$ cat src/rtl/golomb_dec.sv
// Bit-serial Golomb-Rice token decoder for the JPEG-LS regular-mode path.
// Pulls stuffed bytes MSB-first and decodes one merrval per request.
module golomb_dec #(
    parameter int LIMIT = 23,
    parameter int QBPP  = 8
) (
    input  logic       clk,
    input  logic       rst,
    input  logic       i_byte_vl,
    input  logic [7:0] i_byte,
    output logic       o_byte_rdy,
    input  logic       i_req_vl,
    input  logic [3:0] i_k,
    output logic       o_req_rdy,
    output logic       o_vl,
    output logic [8:0] o_merr,
    output logic       o_err
);
    localparam int QW = $clog2(LIMIT + 1);

    typedef enum logic [1:0] {IDLE, ZERO, BITS, ERR} state_t;

    state_t        state, state_n;
    logic [7:0]    cur;
    logic [3:0]    nb;
    logic          ff;
    logic [QW-1:0] q, q_n;
    logic [10:0]   r, r_n;
    logic [3:0]    cnt, cnt_n;
    logic [3:0]    k, k_n;
    logic [3:0]    n;
    logic          consume, emit, err_set;
    logic          byte_acc, marker, bit_in, escape;
    logic [15:0]   wide;
    logic [8:0]    merr_n;

    assign o_byte_rdy = (nb == 4'd0) && !o_err;
    assign o_req_rdy  = (state == IDLE);
    assign byte_acc   = i_byte_vl && o_byte_rdy;
    assign marker     = byte_acc && ff && i_byte[7];
    assign bit_in     = cur[7];
    assign escape     = (q == QW'(LIMIT));
    assign n          = escape ? 4'(QBPP) : k;

    // Value is formed from the remainder including the bit consumed this cycle.
    assign wide   = (16'(q) << k) | 16'(r_n);
    assign merr_n = escape ? ({1'b0, r_n[7:0]} + 9'd1) : wide[8:0];

    always_comb begin
        state_n = state;
        q_n     = q;
        r_n     = r;
        cnt_n   = cnt;
        k_n     = k;
        consume = 1'b0;
        emit    = 1'b0;
        err_set = 1'b0;
        unique case (state)
            IDLE: begin
                if (i_req_vl) begin
                    k_n     = i_k;
                    q_n     = '0;
                    r_n     = '0;
                    state_n = ZERO;
                end
            end
            ZERO: begin
                if (nb != 4'd0) begin
                    consume = 1'b1;
                    if (!bit_in) begin
                        if (escape) begin
                            err_set = 1'b1;
                            state_n = ERR;
                        end else begin
                            q_n = q + 1'b1;
                        end
                    end else if (n == 4'd0) begin
                        emit = 1'b1;
                    end else begin
                        cnt_n   = n;
                        state_n = BITS;
                    end
                end
            end
            BITS: begin
                if (nb != 4'd0) begin
                    consume = 1'b1;
                    r_n     = {r[9:0], bit_in};
                    cnt_n   = cnt - 4'd1;
                    if (cnt == 4'd1) emit = 1'b1;
                end
            end
            ERR: begin
            end
        endcase
        if (emit) state_n = IDLE;
    end

    always_ff @(posedge clk) begin
        if (rst) begin
            state  <= IDLE;
            cur    <= '0;
            nb     <= '0;
            ff     <= 1'b0;
            q      <= '0;
            r      <= '0;
            cnt    <= '0;
            k      <= '0;
            o_vl   <= 1'b0;
            o_merr <= '0;
            o_err  <= 1'b0;
        end else begin
            state <= marker ? ERR : state_n;
            q     <= q_n;
            r     <= r_n;
            cnt   <= cnt_n;
            k     <= k_n;
            o_vl  <= emit;
            if (emit) o_merr <= merr_n;
            if (err_set || marker) o_err <= 1'b1;
            // Loads only happen with nb==0, so they never collide with a consume.
            if (byte_acc) begin
                ff <= (i_byte == 8'hFF);
                if (ff) begin
                    cur <= {i_byte[6:0], 1'b0};
                    nb  <= 4'd7;
                end else begin
                    cur <= i_byte;
                    nb  <= 4'd8;
                end
            end else if (consume) begin
                cur <= {cur[6:0], 1'b0};
                nb  <= nb - 4'd1;
            end
        end
    end
endmodule

$ cat config.mk
export PLATFORM = sky130hd
export DESIGN_NAME = golomb_dec
export DESIGN_NICKNAME = d
export VERILOG_FILES = /design/src/rtl/golomb_dec.sv
export SDC_FILE = /design/constraint.sdc
export NUM_CORES = 1
export LEC_CHECK = 0
export BUFFER_PORTS_ARGS = -buffer_cell sky130_fd_sc_hd__buf_2
export CAP_MARGIN = 20
export CORE_ASPECT_RATIO = 0.8
export CORE_MARGIN = 10
export CORE_UTILIZATION = 53
export DETAILED_ROUTE_END_ITERATION = 16
export GPL_ROUTABILITY_DRIVEN = 1
export PLACE_DENSITY = 0.8
export SLEW_MARGIN = 20
export SYNTH_ARGS = -nofsm -noshare
export SYNTH_HDL_FRONTEND = slang
export SYNTH_SLANG_ARGS = --single-unit
export TNS_END_PERCENT = 50
$ cat constraint.sdc
create_clock -name clk -period 2.42 [get_ports clk]
set_input_delay 0.242 -clock clk [delete_from_list [all_inputs] [get_ports clk]]
set_output_delay 0.242 -clock clk [all_outputs]
set_load 0.02 [all_outputs]
Yosys cells after proc, flatten, opt, wreduce, memory -nomap -nowiden
Cells that the tools add are included.
Widths: inputs -> output; s select.
- add/sub/neg operators: 4
- eq/ne operators: 16
- shift-type cells: 1
- mux-type cells: 41
- bitwise logic cells: 1
- reduce and logical (&&, ||, !) cells: 19
- operators by type and width (operator ; number):
    $mux 4 ; 8
    $mux 8 ; 3
    $mux 11 ; 2
    $pmux 11 s2 ; 1
    $mux 5 ; 4
    $reduce_and 5->1 ; 3
    $mux 2 ; 7
    $ne 2x2->1 const B ; 7
    $mux 1 ; 11
    $ne 5x5->1 const B ; 2
    $pmux 5 s2 ; 1
    $add 8x1->9 const B ; 1
    $mux 9 ; 1
    $or 9x9->9 ; 1
    $shl 5x4->9 ; 1
    $eq 8x8->1 const B ; 1
    $logic_not 4->1 ; 2
    $pmux 4 s2 ; 1
    $reduce_bool 4->1 ; 2
    $sub 4x1->4 const B ; 2
    $reduce_bool 2->1 ; 3
    $add 5x1->5 const B ; 1
    $eq 5x5->1 const B ; 1
    $eq 4x1->1 const B ; 1
    other kinds (12) ; 15
- bits in registers: 50
- input bits: 16
- output and inout bits: 13
- logic and storage cells: 93

Depth between registers and ports, before layout
Gate-level depths: netlist (run 1).
- depth in word-level cells: 9
- depth in mapped cells: 12

Least setup slack after synthesis (run 1)
No wires, ideal clock.
- path type: register to register
- start: register state[0]
- end: register o_merr[2]
- setup time: 0.132 ns
- data arrival time: 2.396 ns
- setup slack: -0.108 ns
- stages on the path, launching flop included: 13
- buffers on the path: 2
- cells stage by stage: dfxtp_1 -> inv_1 -> ha_1 -> buf_4 -> mux2i_4 -> or2_1 -> buf_2 -> a22oi_1 -> inv_1 -> ha_1 -> a221o_1 -> nand3_1 -> a21oi_1
- longest elaborated chain between the ends: 4
- RTL lines (what ; RTL line ; source):
    start: declaration ; 23 ; state_t state, state_n;
    start signal: assignment ; 113 ; state <= marker ? ERR : state_n;
    $logic_not 2->1 ; n/a ;
    named net o_req_rdy ; 14 ; output logic o_req_rdy,
    $pmux 11 s2 ; 58 ; unique case (state)
    named net r_n[1] ; 28 ; logic [10:0] r, r_n;
    $add 8x1->9 ; 47 ; assign merr_n = escape ? ({1'b0, r_n[7:0]} + 9'd1) : wide[8:0];
    $mux 9 ; 47 ;
    end signal: assignment ; 119 ; if (emit) o_merr <= merr_n;
    end: declaration ; 16 ; output logic [8:0] o_merr,
The timed path passes the listed nets, and every way through them passes these cells.
A chain may end at the register's enable or synchronous reset.

Final worst setup path (run 1)
- start: register state[0]
- end: register o_merr[7]
- longest elaborated chain between the ends: 4
- RTL lines (what ; RTL line):
    $eq 2x2->1 or $logic_not 2->1 (tied branches) ; 58
    $pmux 11 s2 ; 58
    $add 8x1->9 or $or 9x9->9 (tied branches) ; 47, 46
    $mux 9 ; 47
Several ways; a longest one is shown, not always the timed one.

==> reports/metrics.cfg, run 1 <==
[run_status]
outcome=complete, no violations

[power_and_ir_drop]
peakVddDrop_uv=775
comb_power_share_pct=52.4
clockPowerShare_pct=15.8
intPower_mw=1.86
switching_power_mw=1.41
power.leakage_nw=1.28
power_frac_seq_pct=31.8
switching_share_pct=43.2
p_per_area_nw_per_um2=983

[layout]
final.fill_count=471
nets=413
antenna_cells=0
stdcell_area_sq_um=3330
area_delta_synth_final_pct=12.5
drive_above_1_share_pct=21.6

[place]
placed_cell_area_sq_um=3180
gp_congestion=0.849
dp_hpwl_mm=5.46
portBuffers=28
dp_slack_ns=0.108

[worst_setup_path]
path_delay_family=simple AND/OR/NAND/NOR gates
critPathKind=reg -> reg
critPathCaptureType=flop
cp_num_buf_inv=2
critPathLaunchType=flop
cp_max_fo=5
worst-endpoint-required_ns=2.63
worstPathCellList=inv_1 > ha_2 > mux2i_4 > buf_4 > o21ai_0 > nand2_1 > o211ai_2 > or3_1 > a31o_1
cpMaxStageDelayCell=or3_1
crit_arrival_ns=2.49
slowest_delay_ns=0.38

[detailed_routing]
routed_wl_mm=7.37
dr.first_iter.drc_count=238
drt-vias-per-instance=5.96
wire_per_inst_um=15.8
detail-route-antenna-nets=0
vias=2785
first_pass_iters=4
drc=0

[global_route]
grt_pass1_vias=2596
overflow=0
grt_max_degree=39
antenna_found_initial=0
grt_usage_pct=16.0
grt_pass1_wl_mm=12.3

[floorplan]
dieArea_sq_um=9000
ios=29
fp.dieH_um=86.9
core_area_sq_um=5440
start_util_pct=54.5
rows=24
die_width_um=104

[clock_tree]
clk_latency_ns=0.31
cts_buffer_depth=2
root_buffer=clkbuf_8
cts_tree=built
clkTransAtPathRegs_ns=0.10
numCtsBuffers=5
cts.sinks=48
htree_levels=2

[yosys]
yosys.cell_types.count=69
yosysTopAreaCellShare_pct=32.4
synthCells=362
synth.avg_cell_area_sq_um=8.18
postSynthNetCount=387
synth.area.top_cells=dfxtp_1 32%, a21oi_1 4.6%, nand2_1 4.4%, nor2_1 4.1%, ha_1 3.8%
yosys_warnings=0
async_reset_ff_share_pct=0
ys.flop_type=dfxtp_1
syn-cell-area_sq_um=2960
yosysTopAreaCell=dfxtp_1
ys_ff_latch=48
yosysSeqAreaShare_pct=32.4
synth-edff-count=0

[timing]
maxSlewHeadroom_pct=56.0
hold_viol_final=0
skew_ns=0.0107
timing.final.ws_setup_ns=0.144
setup_viol=0
fin_crit_sh_pct=94.0
min_period_ns=2.28
max_freq_mhz=439
finalMaxSlewViolations=0
rsz0062_at_grt=false
fin_setup_tns_ns=0
tightest_slew_ns=0.660

[run]
maxCapViolCount=0

[worst_hold_path]
hold_class=in -> reg

worst min-delay path, stage by stage:
cell and delay (ns):
buf_2 0.09, nand3_1 0.05, a21oi_1 0.05
cells in the mapped netlist, drive strengths merged, types with 4 or more instances:
| library cell | count |
|---|---|
| a211oi | 13 |
| a21oi | 28 |
| a22oi | 6 |
| a311oi | 7 |
| buf | 16 |
| clkbuf | 13 |
| dfxtp | 48 |
| ha | 9 |
| inv | 8 |
| mux2i | 11 |
| nand2 | 35 |
| nand3 | 23 |
| nand3b | 5 |
| nand4 | 10 |
| nor2 | 33 |
| nor2b | 13 |
| nor3 | 4 |
| nor4 | 4 |
| o211ai | 6 |
| o21ai | 9 |
| or3 | 4 |
| xor2 | 5 |
metal layers:
layer,global-route usage (%),vias up,wire (um)
li1,-,1380,-
met1,21.1,1296,3410
met2,26.0,102,3370
met3,3.48,7,520
met4,4.09,0,68
met5,0,-,0
timing repair:
| item | CTS | global route |
|---|---|---|
| buffers inserted | 0 | 4 |
| hold buffers | 0 | 0 |
| setup endpoints to repair | 0 | 14 |
| gates resized for setup | 0 | 8 |
final timing paths:
check	depth (start not counted)	end	start	slack, ns
hold reg to reg	2	o_merr[2]$_SDFFE_PP0P_	o_merr[2]$_SDFFE_PP0P_	0.46
setup / recovery	9	o_merr[7]$_SDFFE_PP0P_	state[0]$_SDFFE_PP0P_	0.14
hold / removal	3	k[3]$_SDFFE_PP0P_	i_k[3]	0.17
setup reg to reg	9	o_merr[7]$_SDFFE_PP0P_	state[0]$_SDFFE_PP0P_	0.14
power by group through the flow:
stage          combinational, mW  clock [mW]  sequential (mW)
4_1_cts                     1.65       0.528             1.04
3_5_place_dp                1.64           0             1.05
5_1_grt                     1.90       0.554             1.06
6_report                    1.72       0.518             1.04
3_3_place_gp                1.59           0             1.05
2_1_floorplan               1.21           0             1.05
final cells by class:
class / count / area (sq um) / share of cell area (%)
clock buffer: 6 / 82.6 / 2.48
tap: 78 / 97.6 / 2.93
clock inverter: 2 / 13.8 / 0.413
inverter: 8 / 30.0 / 0.901
timing repair buffer: 48 / 290 / 8.71
multi-input combinational: 277 / 1860 / 55.7
sequential: 48 / 961 / 28.8
per-stage QoR:
stage | utilization, % | cells | hold slack (ns) | total power [mW]
floorplan | - | 362 | 0.390 | 2.27
global placement | 58.6 | 455 | 0.438 | 2.64
detailed placement | 58.6 | 455 | 0.449 | 2.69
CTS | 60.4 | 463 | 0.170 | 3.21
global route | 61.3 | 467 | 0.191 | 3.51
finish | 61.3 | 467 | 0.171 | 3.27
flip-flops by register name, indices dropped and copies added (netlist names):
| signal | count |
|---|---|
| q | 5 |
| o_err | 1 |
| cur | 8 |
| ff | 1 |
| o_merr | 9 |
| r | 9 |
| state | 2 |
| o_vl | 1 |
| k | 4 |
| cnt | 4 |
| nb | 4 |
cell families (layout without fill, tap and decap cells):
| logic type | after synthesis | in the layout | synth area share, % |
|---|---|---|---|
| simple gates | 149 | 149 | 26.6 |
| buf+inv | 37 | 64 | 5.83 |
| fa+ha+maj | 9 | 9 | 3.80 |
| compound gates | 99 | 99 | 24.3 |
| flops | 48 | 48 | 32.4 |
| mux | 13 | 13 | 4.90 |
| xor+xnor | 7 | 7 | 2.07 |
placed cells by master, fill, tap and decap left out, drive strengths merged, types with 7 or more instances in the layout:
cell type  synthesis  layout
buf               16      48
o21ai              9       9
nand2             35      35
a211oi            13      13
a21oi             28      28
ha                 9       9
nor2              33      33
nand4             10      10
inv                8       9
nand3             23      23
dfxtp             48      48
nor2b             13      13
mux2i             11      11
a311oi             7       7
Note: power is estimated with default switching activity, not from simulation.
==> inputs of run 2 (changes only) <==
- ABC_AREA: default -> 1
==> run 2 against run 1 <==
Against the previous run:
- wire length shrank 6.6%
- maximum frequency grew 6.2%
- die area shrank 3.4%
- power shrank 2.3%
- clock skew grew 0.00086 ns
- global-route usage grew 0.69 points
- via count shrank 2.8%
- core utilization shrank 0.29 points
- worst hold slack gained 0.038 ns
- sequential power grew 6%
- count of clock-buffer cells in the layout is the same
- non-clock buffer count shrank 16
==> reports/metrics.cfg, run 2 <==
[detailed_routing]
detail-route-antenna-nets=0
first_pass_iters=5
vias=2707
drt-vias-per-instance=5.52
routed_wl_mm=6.88
dr.first_iter.drc_count=216
drc=0
wire_per_inst_um=14.0

[power_and_ir_drop]
comb_power_share_pct=47.7
intPower_mw=1.79
power_frac_seq_pct=34.4
switching_power_mw=1.41
p_per_area_nw_per_um2=1030
power_mw=3.20
switching_share_pct=43.9
power.leakage_nw=1.36
peakVddDrop_uv=590
clockPowerShare_pct=17.9

[yosys]
syn-cell-area_sq_um=2830
yosysSeqAreaShare_pct=33.9
synthCells=401
yosys.cell_types.count=38
yosysTopAreaCellShare_pct=33.9
yosys_warnings=0
synth.most_common_cell=nand2_1
synth_commonest_cells=74 x nand2_1, 51 x inv_1, 48 x dfxtp_1
ys.flop_type=dfxtp_1
synth.avg_cell_area_sq_um=7.07
yosysTopAreaCell=dfxtp_1
synth.area.top_cells=dfxtp_1 34%, nand2_1 9.8%, inv_1 6.8%, a21oi_1 6.7%, o21ai_0 6.7%
ys_ff_latch=48
postSynthNetCount=426
async_reset_ff_share_pct=0
synth-edff-count=0

[place]
placed_cell_area_sq_um=3000
dp_hpwl_mm=5.27
portBuffers=28
gp_congestion=0.900

[layout]
layout_commonest_cell=nand2_1
antenna_cells=0
nets=452
reg_top3=o_merr: 9 flops, r: 9 flops, cur: 8 flops
multi_input_comb_area_sq_um=1580
stdcell_area_sq_um=3110
final.fill_count=472
final_util_pct=61.0
area_delta_synth_final_pct=9.67
most-common-layout-cells=74 x nand2_1, 51 x inv_1, 48 x dfxtp_1
drive_above_1_share_pct=17.3
seqCellArea_sq_um=961

[clock_tree]
numCtsBuffers=5
cts_setup_buffers=0
clk_latency_ns=0.30
cts_hold_buf=0
cts_buffer_depth=2
clkTransAtPathRegs_ns=0.09
cts.sinks=48
htree_levels=2
cts_tree=built
ctsResizeCount=0
root_buffer=clkbuf_8

[timing]
skew_ns=0.0116
rsz0062_at_grt=false
finalMaxSlewViolations=0
min_period_ns=2.14
fin_setup_tns_ns=0
hold_viol_final=0
setup_viol=0
tightest_slew_ns=0.733
maxSlewHeadroom_pct=51.1
max_freq_mhz=467
fin_crit_sh_pct=88.5

[floorplan]
die_width_um=102
ios=29
start_util_pct=55.6
rows=23
fp.dieH_um=85.4
core_area_sq_um=5090
dieArea_sq_um=8690

[worst_setup_path]
critPathCaptureType=flop
ff2ff_setup_slack_ns=0.28
cp_max_fo=9
crit_arrival_ns=2.34
critPathLaunchType=flop
critPathKind=reg -> reg
worst-endpoint-required_ns=2.62

[global_route]
grt_max_degree=26
antenna_found_initial=0
grt_pass1_vias=2576
grt_pass1_wl_mm=12.0
overflow=0
grt_usage_pct=16.7

[worst_hold_path]
hold_class=in -> reg

[run]
maxCapViolCount=0

[run_status]
outcome=complete, no violations

-- run 2: changes by cell type after synthesis, moves of 9 or more --
cell,change
nand2_2,+9
a21oi_1,+11
clkbuf_1,-9
nand2_1,+39
nor2b_1,-13
a211oi_1,-10
mux2i_1,-9
o21ai_0,+30
inv_1,+43
-- run 2: layout make-up --
class | count | area share [%]
timing repair buffer | 32 | 5.48
multi-input combinational | 285 | 50.8
clock inverter | 2 | 1.13
sequential | 48 | 30.9
tap | 62 | 2.50
clock buffer | 6 | 2.33
inverter | 55 | 6.84
-- run 2: power groups by stage --
stage | Combinational (mW) | Sequential (mW) | Clock [mW]
6_report | 1.53 | 1.10 | 0.571
4_1_cts | 1.52 | 1.10 | 0.590
3_3_place_gp | 1.47 | 1.11 | 0
2_1_floorplan | 1.20 | 1.09 | 0
5_1_grt | 1.73 | 1.12 | 0.620
3_5_place_dp | 1.51 | 1.12 | 0
-- run 2: path summary, 6_finish.rpt --
| path | start | to | depth (start not counted) |
|---|---|---|---|
| min | i_byte[0] | cur[0]$_SDFFE_PP0P_ | 3 |
| max | state[0]$_SDFFE_PP0P_ | o_merr[6]$_SDFFE_PP0P_ | 12 |
| max reg2reg | state[0]$_SDFFE_PP0P_ | o_merr[6]$_SDFFE_PP0P_ | 12 |
| min reg2reg | cur[0]$_SDFFE_PP0P_ | cur[0]$_SDFFE_PP0P_ | 2 |
-- run 2: stage by stage --
stage	setup WS (ns)	hold slack, ns	std cells
2_1_floorplan	0.481	0.389	401
3_3_place_gp	0.423	0.449	482
3_5_place_dp	0.318	0.457	482
4_1_cts	0.303	0.201	490
5_1_grt	0.0483	0.213	490
6_report	0.277	0.210	490
-- run 2: worst max-delay path, stage by stage, from the launching register on --
cell and delay [ns]:
dfxtp_1 0.34, inv_1 0.08, ha_1 0.37, inv_1 0.14, o21ai_2 0.18, nand2_4 0.10
nand2_2 0.08, nand2_2 0.07, ha_1 0.24, nand3_1 0.13, nor3_2 0.05, o21ai_0 0.18
a21oi_1 0.08
-- run 2: cell families (layout without fill, tap and decap cells) --
| group | after synthesis | count (layout) | share of synthesized area, % |
|---|---|---|---|
| buffers and inverters | 68 | 95 | 10.4 |
| flip-flops | 48 | 48 | 33.9 |
| XOR/XNOR | 3 | 3 | 0.927 |
| multiplexers | 1 | 1 | 0.353 |
| adder cells (fa/ha/maj) | 9 | 9 | 3.97 |
| AND/OR/NAND/NOR | 159 | 159 | 27.4 |
| AO/OA/AOI/OAI | 113 | 113 | 23.0 |
-- run 2: metal layers --
metal / routed length [um] / track usage [%] / vias up
met5: 0 / 0 / -
met4: 96 / 5.32 / 0
met3: 405 / 3.73 / 9
met2: 3140 / 26.4 / 76
met1: 3240 / 21.9 / 1234
li1: - / - / 1388
==> inputs of run 3 (changes only) <==
- CTS_BUF_LIST: default -> sky130_fd_sc_hd__clkbuf_16
- REMOVE_ABC_BUFFERS: default -> 1
==> run 3 against run 2 <==
Against the previous run:
- count of clock-buffer cells in the layout decreased by 1
- via count increased by 0.74%
- core utilization increased by 0.91 points
- largest cell class unchanged
==> reports/metrics.cfg, run 3 (same netlist as run 2, synthesis figures left out) <==
[clock_tree]
ctsResizeCount=0
clkTransAtPathRegs_ns=0.06
cts_hold_buf=0
cts_buffer_depth=2
root_buffer=clkbuf_16
cts_tree=built
clk_latency_ns=0.28
cts.sinks=48
cts_setup_buffers=0
numCtsBuffers=5
htree_levels=2

[timing]
maxSlewHeadroom_pct=47.3
skew_ns=0.00561
finalMaxSlewViolations=0
fin_setup_tns_ns=0
hold_slack_ns=0.238
min_period_ns=2.12
tightest_slew_ns=0.790
rsz0062_at_grt=false
hold_viol_final=0
fin_crit_sh_pct=87.7
setup_viol=0
max_freq_mhz=471
timing.final.ws_setup_ns=0.297

[detailed_routing]
wire_per_inst_um=14.0
drc=0
wl_met3_um=392
dr.first_iter.drc_count=159
drt-vias-per-instance=5.54
top_layer=met4
met1_length_mm=3.33
vias=2727
first_pass_iters=6
route.met2.wl_mm=3.16
routed_wl_mm=6.90
detail-route-antenna-nets=0

[place]
dp_hpwl_mm=5.14
dp_slack_ns=0.380
portBuffers=28
gp_congestion=0.988
placed_cell_area_sq_um=3020

[worst_hold_path]
hold_class=in -> reg
worstHoldPathCells=3

[worst_setup_path]
worstPathCellList=inv_1 > ha_1 > nand2_1 > buf_4 > o211ai_1 > nand2_2 > ha_1 > nand3_1 > nor3_2 > nand3_1 > a21oi_1
slowest_delay_ns=0.37
cp_max_fo=9
worst-endpoint-required_ns=2.63
ff2ff_setup_slack_ns=0.30
reg2regPathDepth=11
cp_num_buf_inv=2
crit_arrival_ns=2.34
cp_num_cells=11
critPathKind=reg -> reg
critPathCaptureType=flop
cpMaxStageDelayCell=dfxtp_1
path_delay_family=simple AND/OR/NAND/NOR gates
critPathLaunchType=flop

[global_route]
grt_pass1_vias=2460
grt_pass1_wl_mm=11.6
grt_max_degree=26
antenna_found_initial=0
grt_usage_pct=16.0
overflow=0

[layout]
seqCellArea_sq_um=961
reg_top3=o_merr: 9 flops, r: 9 flops, cur: 8 flops
layout_commonest_cell=nand2_1
final.fill_count=462
multi_input_comb_area_sq_um=1580
area_delta_synth_final_pct=11.3
stdcell_area_sq_um=3150
antenna_cells=0
drive_above_1_share_pct=17.7
most-common-layout-cells=74 x nand2_1, 51 x inv_1, 48 x dfxtp_1
nets=454

[floorplan]
start_util_pct=55.6
core_area_sq_um=5090
rows=23
fp.dieH_um=85.4
die_width_um=102
ios=29
dieArea_sq_um=8690

[power_and_ir_drop]
power_mw=3.27
p_per_area_nw_per_um2=1040
power.leakage_nw=1.39
peakVddDrop_uv=737

[run_status]
outcome=complete, no violations

[run]
maxCapViolCount=0

==> run 3: where the power goes <==
part	internal, mW	switching, mW	total, mW
Combinational	0.541	0.973	1.51
Clock	0.375	0.279	0.655
Sequential	0.950	0.154	1.10
Total	1.87	1.41	3.27
==> run 3: tightest hold or removal path, cell delays in order <==
cell     delay, ns
buf_2         0.11
nand2_1       0.06
a21oi_1       0.05
==> run 3: metal layers <==
layer	global-route usage, %	vias up
met5	0	-
met4	3.11	0
met3	3.97	2
met2	25.8	59
met1	21.2	1273
li1	-	1393
==> run 3: final cells by class <==
type | instances | area share [%]
Clock buffer | 5 | 3.97
Clock inverter | 3 | 0.436
Inverter | 55 | 6.74
Multi-Input combinational cell | 285 | 50.1
Sequential cell | 48 | 30.5
Tap cell | 62 | 2.46
Timing Repair Buffer | 34 | 5.87
==> run 3: path summary, 6_finish.rpt <==
check,from,endpoint
setup reg to reg,state[0]$_SDFFE_PP0P_,o_merr[8]$_SDFFE_PP0P_
setup / recovery,state[0]$_SDFFE_PP0P_,o_merr[8]$_SDFFE_PP0P_
hold reg to reg,o_merr[5]$_SDFFE_PP0P_,o_merr[5]$_SDFFE_PP0P_
hold / removal,i_byte[0],cur[0]$_SDFFE_PP0P_
==> run 3: metrics by stage <==
step	utilization, %	instances
after floorplan	-	388
after global placement	59.2	484
after detailed placement	59.2	484
after CTS	61.9	492
after global routing	61.9	492
final	61.9	492
